`src/rtl/trisc_datapath_if.sv`:
```
// Sequencer/memory-side bus of the TRISC datapath: control word and memory
// read data in, memory address/data/strobes plus decode and flags out.
interface trisc_datapath_if #(
    parameter int DW = 12
);
    logic [15:0]   control;
    logic [DW-1:0] mem_rdata;
    logic [7:0]    mem_addr;
    logic [DW-1:0] mem_wdata;
    logic          mem_re;
    logic          mem_we;
    logic [10:0]   op;
    logic          zero;
    logic          carry;

    modport master (
        output control,
        output mem_rdata,
        input  mem_addr,
        input  mem_wdata,
        input  mem_re,
        input  mem_we,
        input  op,
        input  zero,
        input  carry
    );

    modport slave (
        input  control,
        input  mem_rdata,
        output mem_addr,
        output mem_wdata,
        output mem_re,
        output mem_we,
        output op,
        output zero,
        output carry
    );
endinterface

```
`src/rtl/trisc_datapath.sv`:
```
// TRISC accumulator datapath: PC, MAR, MDR, IR, ACC, B and carry flag,
// steered by a 16-bit control word; opcode one-hot decode fed back.
module trisc_datapath #(
    parameter int DW = 12
) (
    input  logic              CLK,
    input  logic              CLR,
    trisc_datapath_if.slave   bus
);

    // Opcode k in 1..11 maps to bit (11-k); everything else decodes to none.
    function automatic logic [10:0] decode_op(input logic [3:0] opc);
        logic [10:0] r;
        case (opc)
            4'd1:    r = 11'b100_0000_0000;
            4'd2:    r = 11'b010_0000_0000;
            4'd3:    r = 11'b001_0000_0000;
            4'd4:    r = 11'b000_1000_0000;
            4'd5:    r = 11'b000_0100_0000;
            4'd6:    r = 11'b000_0010_0000;
            4'd7:    r = 11'b000_0001_0000;
            4'd8:    r = 11'b000_0000_1000;
            4'd9:    r = 11'b000_0000_0100;
            4'd10:   r = 11'b000_0000_0010;
            4'd11:   r = 11'b000_0000_0001;
            default: r = 11'b000_0000_0000;
        endcase
        return r;
    endfunction

    logic [15:0]   ctrl_s;
    logic          mem_re_s;
    logic          mem_we_s;
    logic          mar_lock_s;
    logic [DW:0]   sum_s;
    logic [DW-1:0] inc_s;
    logic          acc_ones_s;
    logic          unused_ctrl_s;

    logic [7:0]    pc_q,  pc_d;
    logic [7:0]    mar_q, mar_d;
    logic [DW-1:0] mdr_q, mdr_d;
    logic [DW-1:0] ir_q,  ir_d;
    logic [DW-1:0] acc_q, acc_d;
    logic [DW-1:0] b_q,   b_d;
    logic          cy_q,  cy_d;

    assign ctrl_s        = bus.control;
    assign unused_ctrl_s = ^{ctrl_s[15], ctrl_s[13], ctrl_s[12]};

    // A write request overrides a simultaneous read; MAR freezes during any access.
    assign mem_we_s   = ctrl_s[5];
    assign mem_re_s   = ctrl_s[4] & ~ctrl_s[5];
    assign mar_lock_s = ctrl_s[4] | ctrl_s[5];

    assign sum_s      = {1'b0, acc_q} + {1'b0, b_q};
    assign inc_s      = acc_q + {{(DW-1){1'b0}}, 1'b1};
    assign acc_ones_s = &acc_q;

    // Next-state selection for every register from pre-edge values.
    always_comb begin
        pc_d  = pc_q;
        mar_d = mar_q;
        mdr_d = mdr_q;
        ir_d  = ir_q;
        acc_d = acc_q;
        b_d   = b_q;
        cy_d  = cy_q;

        if (ctrl_s[0]) begin
            pc_d = 8'h00;
        end else if (ctrl_s[1]) begin
            pc_d = ir_q[7:0];
        end else if (ctrl_s[2]) begin
            pc_d = pc_q + 8'h01;
        end else begin
            pc_d = pc_q;
        end

        if (mar_lock_s) begin
            mar_d = mar_q;
        end else if (ctrl_s[3]) begin
            mar_d = pc_q;
        end else if (ctrl_s[6]) begin
            mar_d = ir_q[7:0];
        end else begin
            mar_d = mar_q;
        end

        if (mem_re_s) begin
            mdr_d = bus.mem_rdata;
        end else begin
            mdr_d = mdr_q;
        end

        if (ctrl_s[7]) begin
            ir_d = mdr_q;
        end else begin
            ir_d = ir_q;
        end

        // CY only moves on clear, add and increment; a plain load keeps it.
        if (ctrl_s[8]) begin
            acc_d = {DW{1'b0}};
            cy_d  = 1'b0;
        end else if (ctrl_s[10]) begin
            acc_d = sum_s[DW-1:0];
            cy_d  = sum_s[DW];
        end else if (ctrl_s[9]) begin
            acc_d = inc_s;
            cy_d  = acc_ones_s;
        end else if (ctrl_s[11]) begin
            acc_d = mdr_q;
            cy_d  = cy_q;
        end else begin
            acc_d = acc_q;
            cy_d  = cy_q;
        end

        if (ctrl_s[14]) begin
            b_d = mdr_q;
        end else begin
            b_d = b_q;
        end
    end

    // State registers with asynchronous clear.
    always_ff @(posedge CLK or negedge CLR) begin
        if (!CLR) begin
            pc_q  <= 8'h00;
            mar_q <= 8'h00;
            mdr_q <= {DW{1'b0}};
            ir_q  <= {DW{1'b0}};
            acc_q <= {DW{1'b0}};
            b_q   <= {DW{1'b0}};
            cy_q  <= 1'b0;
        end else begin
            pc_q  <= pc_d;
            mar_q <= mar_d;
            mdr_q <= mdr_d;
            ir_q  <= ir_d;
            acc_q <= acc_d;
            b_q   <= b_d;
            cy_q  <= cy_d;
        end
    end

    assign bus.mem_addr  = mar_q;
    assign bus.mem_wdata = acc_q;
    assign bus.mem_re    = mem_re_s;
    assign bus.mem_we    = mem_we_s;
    assign bus.op        = decode_op(ir_q[DW-1:DW-4]);
    assign bus.zero      = (acc_q == {DW{1'b0}});
    assign bus.carry     = cy_q;

endmodule

```
`src/flat_wrapper.sv`:
```
// flat-port wrapper written by rule: the top's interface ports become plain ports
module trisc_datapath_flat 
#(
    parameter int DW = 12
)
  (CLK, CLR, bus_control, bus_mem_rdata, bus_mem_addr, bus_mem_wdata, bus_mem_re, bus_mem_we, bus_op, bus_zero, bus_carry);
  trisc_datapath_if #(.DW(DW)) bus_i ();
  input  logic CLK;
  input  logic CLR;
  input wire logic [$bits(bus_i.control)-1:0] bus_control;
  input wire logic [$bits(bus_i.mem_rdata)-1:0] bus_mem_rdata;
  output wire logic [$bits(bus_i.mem_addr)-1:0] bus_mem_addr;
  output wire logic [$bits(bus_i.mem_wdata)-1:0] bus_mem_wdata;
  output wire logic [$bits(bus_i.mem_re)-1:0] bus_mem_re;
  output wire logic [$bits(bus_i.mem_we)-1:0] bus_mem_we;
  output wire logic [$bits(bus_i.op)-1:0] bus_op;
  output wire logic [$bits(bus_i.zero)-1:0] bus_zero;
  output wire logic [$bits(bus_i.carry)-1:0] bus_carry;
  assign bus_i.control = bus_control;
  assign bus_i.mem_rdata = bus_mem_rdata;
  assign bus_mem_addr = bus_i.mem_addr;
  assign bus_mem_wdata = bus_i.mem_wdata;
  assign bus_mem_re = bus_i.mem_re;
  assign bus_mem_we = bus_i.mem_we;
  assign bus_op = bus_i.op;
  assign bus_zero = bus_i.zero;
  assign bus_carry = bus_i.carry;
  trisc_datapath #(.DW(DW)) u_core (.CLK(CLK), .CLR(CLR), .bus(bus_i));
endmodule
```
`config.mk`:
```
export PLATFORM = sky130hd
export DESIGN_NAME = trisc_datapath_flat
export DESIGN_NICKNAME = d
export VERILOG_FILES = /design/src/rtl/trisc_datapath_if.sv /design/src/rtl/trisc_datapath.sv /design/src/flat_wrapper.sv
export SDC_FILE = /design/constraint.sdc
export NUM_CORES = 1
export LEC_CHECK = 0
export ABC_CLOCK_PERIOD_IN_PS = 5310
export BUFFER_PORTS_ARGS = -buffer_cell sky130_fd_sc_hd__buf_4
export CORE_UTILIZATION = 61
export DETAILED_ROUTE_END_ITERATION = 10
export GPL_ROUTABILITY_DRIVEN = 0
export PLACE_DENSITY = 0.95
export RECOVER_POWER = 25
export SLEW_MARGIN = 20
export SYNTH_ARGS = -nofsm -noshare
export SYNTH_HDL_FRONTEND = slang
export SYNTH_SLANG_ARGS = --single-unit
```
`constraint.sdc`:
```
create_clock -name CLK -period 5.31 [get_ports CLK]
set_input_delay 0.531 -clock CLK [delete_from_list [all_inputs] [get_ports CLK]]
set_output_delay 0.531 -clock CLK [all_outputs]
set_load 0.1 [all_outputs]
```
==> flow_summary_export.csv, run 1 <==
group,metric,value,unit
run_status,status,"finished clean",
cts,clock_latency,350,ps
logic_synthesis,yosys.area.top_type,"dfrtp_1",
final_layout,layout-drive-gt1-share,28.87,%
die,fp-row-count,28,
route,first_iter_violations,278,
timing,period_share,44.98,%
route,drc,0,
power,p_per_area,470.0,mW/mm2
placed_design,dpl_cell_area,0.004232,mm2
cts,ctsRootBufferMaster,"clkbuf_8",
timing,rsz0062_at_grt,"false",
logic_synthesis,ys.flop_type,"dfrtp_1",
die,die_y,80.43,um
final_layout,antenna_cells,0,
logic_synthesis,synth_fp_nets,410,
route,ant_nets,0,
critical_path,cp.required,5540,ps
cts,cts_sinks,65,
cts,cts_tree,"yes",
logic_synthesis,synthCells,364,
global_routing,grt_pass1_vias,3043,
flow_run,maxCapViolations,0,
timing,setup-violations-final,0,
die,ioPinCount,65,
route,routedWlPerCell,18.49,um
timing,worst_pin_slew,955.9,ps
cts,cts.htree.levels,3,
die,die_w,80.43,um
timing,whs,263.7,ps
power,peakVddDrop,470.3,uV
logic_synthesis,synth_common_cells,"65 x dfrtp_1, 39 x nor2_1, 37 x mux2_2, 26 x a21oi_1, 22 x nand2_1",
critical_path,end_kind,"flop",
route,num_vias,3156,
final_layout,stdcell_area,0.004412,mm2
min_path,hold_class,"in2async",
logic_synthesis,synth_most_common_cell,"dfrtp_1",
timing,hold_violations,0,
die,core_area,0.005921,mm2
power,power.total,2.074,mW
cts,ctsHoldBuffers,0,
timing,fmax,0.4187,GHz
cts,cts_setup_buffers,0,
logic_synthesis,synth_edf_count,0,
logic_synthesis,syn_avg_cell_area,10.31,um2
global_routing,grtUsageTotal,31.32,%
cts,clock_path_buffers,2,
timing,tns,0,ps
logic_synthesis,yosys-top-cells-area,"dfrtp_1 43%, mux2_2 11%, ha_1 5.0%, nor2_1 3.9%, a21oi_1 3.5%",
timing,period_needed,2389,ps
global_routing,antenna_found_initial,0,
die,start_util,63.38,%
final_layout,nets,467,
global_routing,overflow,0,
cts,cts_buffers,9,
placed_design,dp_hpwl,6348,um
cts,path_clk_slew,70,ps
cts,cts_resized,0,
logic_synthesis,ys_types,52,
final_layout,final_util,74.51,%
final_layout,syn2layout_area_growth,17.57,%
route,drt-total-wl,9261,um
timing,slew_viol_final,0,
logic_synthesis,async_flop_share,100.0,%
die,die-area,0.006469,mm2
critical_path,arrival,2610,ps
timing,slew_headroom,35.93,%
global_routing,grt_max_degree,66,
critical_path,crit_path_start_kind,"flop",
route,firstDrtPassIters,5,
power,cellLeakagePower,2.021,nW
global_routing,grt_first_pass_wirelength,15080,um
logic_synthesis,seq_area_frac_synth,43.35,%
logic_synthesis,synth-seq-cells,65,
logic_synthesis,ys.warnings.count,0,
logic_synthesis,synthDominantCellAreaShare,43.35,%
critical_path,worst-setup-path-type,"reg2reg",
placed_design,portBuffers,61,
timing,fin_skew,7.375,ps
logic_synthesis,syn-cell-area,0.003752,mm2
critical_path,crit_fanout,8,
route,viasPerCell,6.299,
worst paths after layout:
path,slack (ps),from,cells past startpoint,endpoint
setup / recovery,2920,u_core.bus.mem_wdata[0],7,u_core.bus.carry
hold / removal,260,CLR,1,u_core.pc_q[2]
setup reg to reg,2920,u_core.bus.mem_wdata[0],7,u_core.bus.carry
hold reg to reg,530,u_core.b_q[11],1,u_core.b_q[11]
max in group asynchronous,4500,CLR,1,u_core.bus.mem_wdata[10]
min in group CLK,400,bus_control[0],2,u_core.pc_q[3]
report_power, final:
group	total, mW	switching (mW)	leakage [nW]	internal [mW]
combinational	0.953	0.657	1.14	0.296
sequential	0.711	0.123	0.790	0.588
clock	0.410	0.193	0.0933	0.216
per-layer routing:
layer	vias to the layer above	global-route usage, %	wire length (um)
met3	31	6.023	595
met1	1530	39.88	3774
met2	157	49.92	4603
met5	-	0	0
met4	0	17.32	287
li1	1438	-	-
kinds of logic after synthesis:
| kind of cell | count (synthesis) | share of synthesized area (%) |
|---|---|---|
| buf+inv | 26 | 3.134 |
| mux | 50 | 14.57 |
| fa+ha+maj | 16 | 5.535 |
| compound gates | 78 | 14.34 |
| simple gates | 111 | 14.87 |
| xor+xnor | 18 | 4.201 |
| flops | 65 | 43.35 |
final cells by class:
cell class | count | area (um2)
clock buffer | 11 | 131.4
sequential | 65 | 1627
tap | 75 | 93.84
fill | 397 | 1509
timing repair buffer | 62 | 457.9
clock inverter | 5 | 56.30
multi-input combinational | 273 | 2008
inverter | 10 | 37.54
layout by cell type (no fill, tap or decap), types with 5 or more instances in the layout:
cell type	count
dfrtp_1	65
buf_4	60
nor2_1	39
mux2_2	37
a21oi_1	26
nand2_1	22
ha_1	15
mux2i_1	13
inv_1	10
xor2_1	10
o21ai_0	10
nand3_1	10
clkbuf_8	9
and3_1	8
xnor2_1	8
nand2b_1	7
nor3_1	7
a211oi_1	6
nand4_1	5
worst max-delay path, cell delays in order (launching register included):
cell and delay (ps):
dfrtp_1 480, ha_1 290, fa_1 440, a21oi_2 190, o221ai_2 160, a311oi_2 400, o21ai_0 130, nor4b_2 170
through the flow:
step	worst slack, ps	std cells
after floorplan	2137	364
after global placement	3052	485
after detailed placement	3021	485
after CTS	2940	501
after global routing	2848	501
final	2921	501
registers in the layout (all words and copies together) (netlist names):
register and flops:
u_core.ir_q 12, u_core.b_q 12, u_core.bus.carry 1, u_core.pc_q 8
u_core.bus.mem_wdata 12, u_core.mdr_q 12, u_core.bus.mem_addr 8
No activity file was read; power rests on OpenSTA's default activity.
==> inputs of run 2 (changes only) <==
- ABC_CLOCK_PERIOD_IN_PS: 5310 -> 2050
- CORE_UTILIZATION: 61 -> 51
- PLACE_DENSITY: 0.95 -> 0.88
- clock period: 5.31 -> 2.05 ns (I/O delays scaled with it)
==> run 2 against run 1 <==
Net effect:
- highest routed layer unchanged
- critical path depth stayed put
- clock power grew to 2.6 times the previous value
- cell count grew 6.4%
- setup slack lost 3000 ps
- first-iteration DRC count is 17% lower
- largest power group unchanged
- non-clock buffer count grew 11
- design area rose by 3.4%
- global-route usage is 6.0 points lower
- clock-buffer cell count did not move
- the flow now finishes with violations (setup timing)
- via count down 0.60%
==> flow_summary_export.csv, run 2 (synthesized netlist as in run 1, its figures left out) <==
group,metric,value,unit
critical_path,r2r_setup_slack,-40,ps
power,peakVddDrop,831.9,uV
cts,cts_buffers,9,
timing,fin_ws,-35.48,ps
die,fp-row-count,30,
placed_design,portBuffers,61,
min_path,hold_class,"in2reg",
timing,fmax,0.4795,GHz
critical_path,r2r_end,"u_core.bus.mem_wdata[10]",
cts,cts_sinks,65,
timing,tns,-55.83,ps
route,routedWlPerCell,16.93,um
final_layout,nets,478,
critical_path,crit_fanout,3,
final_layout,layout-drive-gt1-share,33.41,%
route,firstDrtPassIters,5,
final_layout,multi_input_area,0.002033,mm2
timing,period_share,101.7,%
final_layout,nFillCells,579,
power,p_seq_share,33.0,%
final_layout,final_common_cell,"buf_4",
critical_path,slowest_stage,"dfrtp_4",
critical_path,r2r_cells,7,
die,die_w,87.78,um
cts,cts.htree.levels,3,
route,ant_nets,0,
min_path,min_to,"u_core.pc_q[6]",
critical_path,worstSetupStartpoint,"u_core.bus.mem_wdata[0]",
timing,fin_skew,10.58,ps
placed_design,place_ws,-14.74,ps
global_routing,antenna_found_initial,0,
critical_path,worstPathCellList,"ha_4 -> fa_2 -> a21oi_2 -> o221ai_2 -> a311oi_2 -> xnor2_1 -> a22oi_1",
route,first_iter_violations,231,
timing,worst_pin_slew,1154,ps
cts,path_clk_slew,80,ps
critical_path,arrival,2300,ps
route,num_vias,3137,
timing,slew_headroom,23.37,%
critical_path,path_buf_inv,0,
critical_path,crit_path_start_kind,"flop",
timing,slew_viol_final,0,
cts,cts_tree,"yes",
power,switchingPower,2.514,mW
route,viasPerCell,5.886,
power,combPwrFrac,47.5,%
placed_design,dp_hpwl,6446,um
flow_run,maxCapViolations,0,
die,core_area,0.006944,mm2
final_layout,syn2layout_area_growth,21.61,%
final_layout,final_cell_mix,"65 x buf_4, 54 x dfrtp_1, 39 x nor2_1",
timing,hold_violations,0,
power,p_sw_share,46.20,%
die,ioPinCount,65,
final_layout,seq_area,0.001643,mm2
route,drt-total-wl,9026,um
timing,rsz0062_at_grt,"true",
cts,clock_latency,340,ps
power,clockPowerShare,19.5,%
min_path,holdPathStages,2,
critical_path,end_kind,"flop",
timing,setup-violations-final,2,
power,internal_power,2.927,mW
global_routing,overflow,0,
cts,clock_path_buffers,2,
power,p_per_area,1192,mW/mm2
run_status,status,"complete, but fails checks",
min_path,min_from,"bus_control[0]",
critical_path,worst-setup-path-type,"reg2reg",
final_layout,stdcell_count,533,
die,die-area,0.007704,mm2
cts,ctsRootBufferMaster,"clkbuf_8",
timing,period_needed,2085,ps
global_routing,grtUsageTotal,25.33,%
critical_path,crit_family,"compound AO/OA/AOI/OAI gates",
global_routing,grt_max_degree,43,
run_status,violations,"setup timing",
power,cellLeakagePower,2.053,nW
global_routing,grt_pass1_vias,3085,
critical_path,cp.required,2260,ps
die,start_util,54.04,%
global_routing,grt_first_pass_wirelength,14660,um
critical_path,slowest_delay,490,ps
placed_design,place_inst,515,
critical_path,r2r_start,"u_core.bus.mem_wdata[0]",
route,drc,0,
final_layout,antenna_cells,0,
die,die_y,87.78,um
-- run 2: changes by cell type in the layout (fill, tap and decap cells not counted), sizes merged --
cell,before,now
buf,60,66
dlygate4sd3,0,1
clkbuf,13,17
-- run 2: how the worst max path moves through the flow --
| stage | end | slack [ps] | depth (start not counted) |
|---|---|---|---|
| 6_report | u_core.bus.mem_wdata[10] | -40 | 7 |
| 5_1_grt | u_core.bus.mem_wdata[10] | -90 | 7 |
| 4_1_cts | u_core.bus.mem_wdata[10] | -30 | 7 |
| 3_5_place_dp | u_core.bus.mem_wdata[10] | -10 | 7 |
| 3_3_place_gp | u_core.bus.carry | 40 | 7 |
| 2_1_floorplan | bus_op[10] | -800 | 2 |
-- run 2: layout make-up --
type / instances / share of cell area (%)
Tap cell: 96 / 2.632
Clock inverter: 5 / 1.234
Sequential cell: 65 / 36.00
Clock buffer: 11 / 2.879
Timing Repair Buffer: 73 / 11.87
Inverter: 10 / 0.8226
Multi-Input combinational cell: 273 / 44.56
-- run 2: power groups by stage --
stage / logic, mW / registers [mW] / clock network (mW)
6_report: 2.58 / 1.80 / 1.06
5_1_grt: 2.73 / 1.83 / 1.15
4_1_cts: 2.57 / 1.79 / 1.08
3_5_place_dp: 2.54 / 1.81 / 0
3_3_place_gp: 2.47 / 1.80 / 0
2_1_floorplan: 1.25 / 2.49 / 0
-- run 2: stage by stage --
step | instance area (um2) | hold WS (ps) | power, mW | utilization, %
floorplan | 3785 | -90.59 | 3.742 | -
CTS | 4576 | 64.85 | 5.436 | 65.89
global placement | 4370 | 225.3 | 4.273 | 62.94
finish | 4563 | 83.84 | 5.441 | 65.71
detailed placement | 4370 | 234.5 | 4.353 | 62.94
global route | 4563 | 66.23 | 5.709 | 65.71
-- run 2: repair_timing --
item                                   CTS  global route
gates cloned                             0             0
pin swaps                                0             1
setup buffers                            1             0
setup endpoints to repair                2             6
endpoints found under the hold margin   41             0
hold buffers                             1             0
resized for setup                        0             2
-- run 2: worst reg2reg max path, cell delays in order, from the launching register on --
cell and delay [ps]:
dfrtp_4 490, ha_4 170, fa_2 390, a21oi_2 160, o221ai_2 140, a311oi_2 350
xnor2_1 170, a22oi_1 80
-- run 2: layer usage --
layer | global-route usage, % | share of wire [%]
met5 | 0 | 0
met4 | 9.985 | 2.2
met3 | 5.561 | 7.4
met2 | 42.64 | 48
met1 | 31.83 | 42
